===== src/rtl/addsub_pkg.sv =====
// Shared types and elaboration helpers for the serial adder/subtractor.
// Latency: n/a (types and constant functions only).
// Backpressure: n/a.
package addsub_pkg;

   typedef enum logic [1:0] {
      IDLE = 2'd0,
      RUN  = 2'd1,
      DONE = 2'd2
   } state_t;

   // Digit counter width; at least one bit so a single-digit build still
   // has a legal counter.
   function automatic int cnt_width(input int width, input int digit);
      int n;
      n = width / digit;
      return (n > 1) ? $clog2(n) : 1;
   endfunction

   // The operand must split into a whole number of digits.
   function automatic bit digit_fits(input int width, input int digit);
      return (digit > 0) && (width >= digit) && ((width % digit) == 0);
   endfunction

endpackage


===== src/rtl/addsub_digit.sv =====
// DIGIT-bit combinational ripple adder slice.
// Latency: combinational.
// Backpressure: none.
// Ports: x, y - digit operands; cin - carry in;
//        s - digit sum; cout - carry out of the top bit;
//        cmsb - carry into the top bit (for overflow detection).
module addsub_digit #(
   parameter int DIGIT = 1
) (
   input  logic [DIGIT-1:0] x,
   input  logic [DIGIT-1:0] y,
   input  logic             cin,
   output logic [DIGIT-1:0] s,
   output logic             cout,
   output logic             cmsb
);

   logic [DIGIT:0] full;

   assign full = {1'b0, x} + {1'b0, y} + {{DIGIT{1'b0}}, cin};
   assign s    = full[DIGIT-1:0];
   assign cout = full[DIGIT];
   // Sum bit = x ^ y ^ carry_in, so the carry into the top bit falls out of
   // the top sum bit without a second adder.
   assign cmsb = s[DIGIT-1] ^ x[DIGIT-1] ^ y[DIGIT-1];

endmodule


===== src/rtl/serial_addsub.sv =====
// Multi-cycle adder/subtractor, DIGIT bits per clock, LS digit first.
// Latency: start at edge k -> busy cycles k+1..k+N -> done pulse in cycle k+N+1.
// Backpressure: start is ignored while busy; no queueing; back-to-back from DONE.
// Ports: clock, reset (sync, active-high); start/sub/a/b request, sampled
//        when busy=0; busy, done (1-cycle pulse); sum/cout/ovf held until
//        the next done.
// Build option: define ADDSUB_SAT_EN to saturate sum on signed overflow.
module serial_addsub
   import addsub_pkg::*;
#(
   parameter int WIDTH = 8,
   parameter int DIGIT = 1
) (
   input  logic             clock,
   input  logic             reset,
   input  logic             start,
   input  logic             sub,
   input  logic [WIDTH-1:0] a,
   input  logic [WIDTH-1:0] b,
   output logic             busy,
   output logic             done,
   output logic [WIDTH-1:0] sum,
   output logic             cout,
   output logic             ovf
);

   localparam int N  = WIDTH / DIGIT;
   localparam int CW = cnt_width(WIDTH, DIGIT);

   generate
      if (!digit_fits(WIDTH, DIGIT)) begin : g_bad_digit
         $error("serial_addsub: WIDTH must be a non-zero multiple of DIGIT");
      end
   endgenerate

   state_t           state, state_nxt;
   logic             load;
   logic [WIDTH-1:0] a_sh;      // operand A, refilled from the top with result digits
   logic [WIDTH-1:0] b_sh;      // operand B (already inverted for subtract)
   logic             carry;
   logic [CW-1:0]    cnt;
   logic             last;

   logic [DIGIT-1:0] d_s;
   logic             d_cout;
   logic             d_cmsb;
   logic [WIDTH-1:0] a_nxt;
   logic [WIDTH-1:0] sum_nxt;
   logic             ovf_nxt;

   addsub_digit #(.DIGIT(DIGIT)) u_digit (
      .x    (a_sh[DIGIT-1:0]),
      .y    (b_sh[DIGIT-1:0]),
      .cin  (carry),
      .s    (d_s),
      .cout (d_cout),
      .cmsb (d_cmsb)
   );

   // As A's digits are consumed from the bottom, the result digits enter at
   // the top, so after N steps the register holds the full result.
   generate
      if (N == 1) begin : g_one_digit
         assign a_nxt = d_s;
      end else begin : g_multi_digit
         assign a_nxt = {d_s, a_sh[WIDTH-1:DIGIT]};
      end
   endgenerate

   assign last    = (cnt == CW'(N - 1));
   assign ovf_nxt = d_cmsb ^ d_cout;

`ifdef ADDSUB_SAT_EN
   // On overflow the true sign is the carry out: 0 -> clamp to max positive,
   // 1 -> clamp to most negative.
   always_comb begin
      sum_nxt = a_nxt;
      if (ovf_nxt) begin
         sum_nxt = d_cout ? {1'b1, {(WIDTH-1){1'b0}}} : {1'b0, {(WIDTH-1){1'b1}}};
      end
   end
`else
   assign sum_nxt = a_nxt;
`endif

   always_comb begin
      state_nxt = state;
      load      = 1'b0;
      case (state)
         IDLE: begin
            if (start) begin
               load      = 1'b1;
               state_nxt = RUN;
            end
         end
         RUN: begin
            if (last) state_nxt = DONE;
         end
         DONE: begin
            if (start) begin
               load      = 1'b1;
               state_nxt = RUN;
            end else begin
               state_nxt = IDLE;
            end
         end
         default: state_nxt = IDLE;
      endcase
   end

   always_ff @(posedge clock) begin
      if (reset) begin
         state <= IDLE;
         a_sh  <= '0;
         b_sh  <= '0;
         carry <= 1'b0;
         cnt   <= '0;
         sum   <= '0;
         cout  <= 1'b0;
         ovf   <= 1'b0;
      end else begin
         state <= state_nxt;
         if (load) begin
            // Subtract as a + ~b + 1: the +1 enters through the carry.
            a_sh  <= a;
            b_sh  <= sub ? ~b : b;
            carry <= sub;
            cnt   <= '0;
         end else if (state == RUN) begin
            a_sh  <= a_nxt;
            b_sh  <= b_sh >> DIGIT;
            carry <= d_cout;
            cnt   <= cnt + 1'b1;
            if (last) begin
               sum  <= sum_nxt;
               cout <= d_cout;
               ovf  <= ovf_nxt;
            end
         end
      end
   end

   assign busy = (state == RUN);
   assign done = (state == DONE);

endmodule

===== config.mk =====
export PLATFORM = sky130hd
export DESIGN_NAME = serial_addsub
export DESIGN_NICKNAME = d
export VERILOG_FILES = /design/src/rtl/addsub_pkg.sv /design/src/rtl/addsub_digit.sv /design/src/rtl/serial_addsub.sv
export SDC_FILE = /design/constraint.sdc
export NUM_CORES = 1
export LEC_CHECK = 0
export ABC_CLOCK_PERIOD_IN_PS = 2220
export CORE_ASPECT_RATIO = 0.75
export CORE_MARGIN = 5
export CORE_UTILIZATION = 30
export CTS_CLUSTER_SIZE = 40
export DETAILED_ROUTE_END_ITERATION = 16
export SLEW_MARGIN = 20
export SYNTH_ARGS = -nofsm -noshare
export SYNTH_HDL_FRONTEND = slang
export SYNTH_HIERARCHICAL = 1
export SYNTH_SLANG_ARGS = --single-unit

===== constraint.sdc =====
create_clock -name clock -period 2.22 [get_ports clock]
set_input_delay 0.333 -clock clock [delete_from_list [all_inputs] [get_ports clock]]
set_output_delay 0.333 -clock clock [all_outputs]
set_load 0.005 [all_outputs]

==> results of run 1 <==
[where the power goes]
group / internal (µW) / switching [µW] / leakage, µW
sequential: 605 / 22.5 / 0.000262
clock: 253 / 208 / 0.0000455
combinational: 101 / 95.5 / 0.000364
total: 959 / 326 / 0.000671
[stage by stage]
stage / worst slack [ps] / util / hold WS (ps) / power, µW / area [µm²]
6_report: 489 / 0.408 / 455 / 1280 / 1860
5_1_grt: 407 / 0.408 / 482 / 1340 / 1860
4_1_cts: 484 / 0.408 / 457 / 1300 / 1860
3_5_place_dp: 497 / 0.389 / 448 / 836 / 1770
3_3_place_gp: 553 / 0.389 / 446 / 834 / 1770
2_1_floorplan: 588 / - / 405 / 776 / 1440
[worst register-to-register path, stage by stage, from the launching register on]
cell and delay [ps]:
dfxtp_1 340, fa_1 620, xor3_1 340, xnor2_1 140, a211oi_1 210
[metal layers]
metal,part of all wire,GRT usage,up-vias
met2,0.39,0.139,28
li1,-,-,615
met1,0.53,0.158,513
met4,0.0087,0.0298,0
met3,0.063,0.0429,5
met5,0,0,-
[kinds of logic (layout without fill, tap and decap cells)]
logic type               count (synthesis)  after routing
multiplexers                             2              2
XOR/XNOR                                11             11
flip-flops                              32             32
adder cells (fa/ha/maj)                  3              3
AO/OA/AOI/OAI                           36             36
AND/OR/NAND/NOR                         63             63
buffers and inverters                   13             45
[layout make-up]
cell class                 count  area (µm²)  area share
clock buffer                   8        90.1      0.0485
timing repair buffer          36         348       0.187
sequential                    32         641       0.345
multi-input combinational    115         702       0.378
inverter                       1        5.00     0.00270
tap                           57        71.3      0.0384
[sequential cells by signal, summed over array words and instances, names as in the netlist]
register  cells
a_sh          8
b_sh          8
carry         1
cnt           3
cout          1
ovf           1
state         2
sum           8
[synthesized netlist by cell type, drive strengths merged]
cell type	instances
nand3	9
nand2	33
xor2	8
nor2b	2
nor3	5
o21a	1
nand2b	2
a211oi	1
clkbuf	4
dfxtp	32
and3b	1
buf	8
a22oi	8
a21oi	18
xnor2	2
nor2	10
o22ai	1
clkinv	1
a311oi	7
ha	2
nand3b	1
mux2i	2
fa	1
xor3	1
[worst max path at each step]
stage	startpoint	end	cells past startpoint
3_5_place_dp	b_sh[0]	ovf	4
4_1_cts	state[0]	busy	3
5_1_grt	state[0]	busy	3
2_1_floorplan	b_sh[0]	ovf	4
6_report	b_sh[0]	ovf	4
3_3_place_gp	b_sh[0]	ovf	4
==> impl_metrics.tcl, run 1 <==
set metrics [dict create \
    cts_setup_buffers 0 \
    cp.required_ps 2420 \
    drive_gt1_frac 0.0885 \
    post_cts.resized_instances 0 \
    path_buf_inv 0 \
    tightest_slew_ps 505 \
    mostFrequentLayoutCells "nand2_1, dfxtp_1, clkdlybuf4s50_1" \
    skew_ps 7.62 \
    crit_arrival_ps 1930 \
    min_from "sum[5]" \
    cts_hold_buf 0 \
    syn-cell-area_um2 1440 \
    finalCritPeriodShare 0.780 \
    std_cell_rows 21 \
    clock-root-buffer "clkbuf_8" \
    relSlewSlack 0.663 \
    clock_insertion_delay_worst_skew_ps 280 \
    grt_pass1_vias 1076 \
    max_freq_ghz 0.578 \
    numPlacedInstances 241 \
    layout_commonest_cell "nand2_1" \
    r2r_setup_slack_ps 490 \
    antenna_cells 0 \
    end_kind "register" \
    track_usage 0.107 \
    crit_family "adder cells" \
    dieArea_um2 6290 \
    syn_nets 183 \
    power.density_nw_per_um2 692 \
    slowest_stage "fa_1" \
    p_leak_uw 0.000671 \
    coreArea_um2 4550 \
    wl_per_cell_um 13.5 \
    areaGrowthSynthToFinish_pct 29.2 \
    ys_warn_count 6 \
    r2r_start "b_sh[0]" \
    synthAdderAreaFrac 0.0313 \
    start_kind "register" \
    clk_pin_slew_worst_paths_ps 70 \
    crit_fanout 3 \
    place.gp.congestion 0.709 \
    setup_tns_ps 0 \
    rr_endpoint "ovf" \
    portBuffers 31 \
    ant_nets 0 \
    synth-simple-area-share 0.195 \
    rr_worst_depth 4 \
    synthDistinctLibCells 29 \
    avgSynthCellArea_um2 8.99 \
    hold_depth 2 \
    die_y_um 70.0 \
    gr-total-overflow 0 \
    fin_nets 214 \
    yosysTopAreaCell "dfxtp_1" \
    slowest_delay_ps 620 \
    finalCriticalPeriod_ps 1730 \
    cts_buffers 5 \
    drc 0 \
    synth_mux_area_frac 0.0139 \
    min_to "sum[5]" \
    hold_path.class "reg -> reg" \
    grt_max_degree 33 \
    io_pins 32 \
    crit_chain "fa_1 > xor3_1 > xnor2_1 > a211oi_1" \
    instances_no_fill 249 \
    synth_compound_area_frac 0.171 \
    clkSinkCount 32 \
    start_util 0.316 \
    synth-xor-area-share 0.0775 \
    fillers 456 \
    drtIter0Drc 90 \
    final-setup-viol-count 0 \
    cts_max_level 2 \
    hpwl_mm 2.12 \
    synth_top_family_by_area "simple AND/OR/NAND/NOR gates" \
    fp.dieW_um 89.9 \
    ir_drop_mv 0.317 \
    drv_cap 0 \
    synth_area_leaders "dfxtp_1, nand2_1, a21oi_1, xor2_1, a22oi_1" \
    firstDrtPassIters 4 \
    antenna_found_initial 0 \
    path_class "reg -> reg" \
    rsz0062_at_grt "no" \
    syn_inst 160 \
    status "finished, final reports clean" \
    slew_violations 0 \
    synth_top_area_frac 0.446 \
    synth.yosys.seq_area_share 0.446 \
    synth-seq-cells 32 \
    grt_pass1_wl_mm 5.54 \
    hold_viol 0 \
    routed_wl_mm 3.35 \
    tritoncts "done" \
    vias 1161 \
    via_per_inst 4.66 \
    clockBufferDepth 2 \
]
Note: power is estimated with default switching activity, not from simulation.
==> inputs of run 2 (changes only) <==
Settings changed: ABC_CLOCK_PERIOD_IN_PS 2220 to 1500.
Clock period 2.22 ns to 1.5 ns, I/O delays scaled along.
==> impl_metrics.tcl, run 2 (synthesis gave the netlist of run 1 again) <==
set metrics [dict create \
    antenna_cells 0 \
    p_switching_uw 475 \
    path_class "reg -> reg" \
    antenna_found_initial 0 \
    rsz0062_at_grt "yes" \
    finalCriticalPeriod_ps 1530 \
    hpwl_mm 2.15 \
    place.gp.congestion 0.724 \
    crit_arrival_ps 1740 \
    drtIter0Drc 41 \
    grt_pass1_vias 1189 \
    cts_setup_buffers 0 \
    layout_commonest_cell "nand2_1" \
    std_cell_rows 21 \
    routed_wl_mm 3.20 \
    min_from "sum[1]" \
    use_met1 0.142 \
    pwr-share-clk 0.362 \
    portBuffers 31 \
    gr-total-overflow 0 \
    start_util 0.316 \
    setup_tns_ps -34.8 \
    drc 0 \
    total_power_uw 1950 \
    via_per_inst 4.72 \
    power_frac_seq 0.475 \
    post-route-cell-area_um2 1950 \
    drv_cap 0 \
    clk_pin_slew_worst_paths_ps 60 \
    gr-usage-met3 0.0408 \
    ir_drop_mv 0.353 \
    p_leak_uw 0.000740 \
    p_sw_frac 0.243 \
    grt_pass1_wl_mm 5.60 \
    drive_gt1_frac 0.142 \
    r2r_setup_slack_ps -30 \
    die_y_um 70.0 \
    setup_slack_ps -34.8 \
    cts_buffers 5 \
    clockBufferDepth 2 \
    areaGrowthSynthToFinish_pct 35.8 \
    track_usage 0.108 \
    clkSinkCount 32 \
    coreArea_um2 4550 \
    skew_ps 5.10 \
    grt-busiest-layer "met2" \
    wl_per_cell_um 12.6 \
    power_frac_comb 0.163 \
    reg_top3 "a_sh (8), b_sh (8), sum (8)" \
    io_pins 32 \
    cp.required_ps 1700 \
    crit_fanout 2 \
    clock_insertion_delay_worst_skew_ps 290 \
    dieArea_um2 6290 \
    violations "setup timing" \
    slew_violations 0 \
    clock-root-buffer "clkbuf_8" \
    start_kind "register" \
    place_area_um2 1850 \
    mostFrequentLayoutCells "nand2_1, dfxtp_1, clkdlybuf4s50_1" \
    end_kind "register" \
    power.internal_uw 1480 \
    post_cts.resized_instances 4 \
    ant_nets 0 \
    cts_max_level 2 \
    crit_start "carry" \
    cts_hold_buf 0 \
    relSlewSlack 0.841 \
    fp.dieW_um 89.9 \
    tightest_slew_ps 237 \
    fin_nets 220 \
    holdWs_ps 456 \
    hold_path.class "reg -> reg" \
    use_met2 0.156 \
    max_freq_ghz 0.652 \
    grt_max_degree 33 \
    r2r_start "carry" \
    status "finished with violations" \
    finalCritPeriodShare 1.02 \
    final-setup-viol-count 1 \
    tritoncts "done" \
    firstDrtPassIters 4 \
    power.density_nw_per_um2 1000 \
    vias 1200 \
    hold_viol 0 \
]
[run 2: through the flow]
| step | utilization | std cells | worst slack [ps] |
|---|---|---|---|
| 2_1_floorplan | - | 160 | 9.23 |
| 5_1_grt | 0.429 | 254 | -142 |
| 3_3_place_gp | 0.407 | 247 | 1.96 |
| 6_report | 0.429 | 254 | -34.8 |
| 3_5_place_dp | 0.407 | 247 | -42.5 |
| 4_1_cts | 0.429 | 254 | -43.6 |
[run 2: path summary, 6_finish.rpt]
check,cells past startpoint,endpoint
max,4,ovf
min,2,sum[1]
max reg2reg,4,ovf
min reg2reg,2,sum[1]
[run 2: per-layer routing]
metal	vias to the layer above	wire length (µm)
li1	623	-
met1	541	1640
met2	29	1310
met3	7	184
met4	0	67
met5	-	0
[run 2: area by class of cell]
cell class	count	area, µm²
multi-input combinational	115	703
fill	463	2590
tap	57	71.3
inverter	1	5.00
clock buffer	7	96.3
sequential	32	644
timing repair buffer	42	432
[run 2: critical path, cell delays in order (launching register included)]
cell and delay [ps]:
dfxtp_2 330, fa_1 560, xor3_1 240, xnor2_1 140, a211oi_1 180
[run 2: power by group through the flow]
stage / Clock [µW] / Combinational, µW / Sequential (µW)
floorplan: 0 / 205 / 939
global placement: 0 / 321 / 944
detailed placement: 0 / 323 / 944
CTS: 725 / 323 / 927
global route: 761 / 355 / 932
finish: 707 / 319 / 927
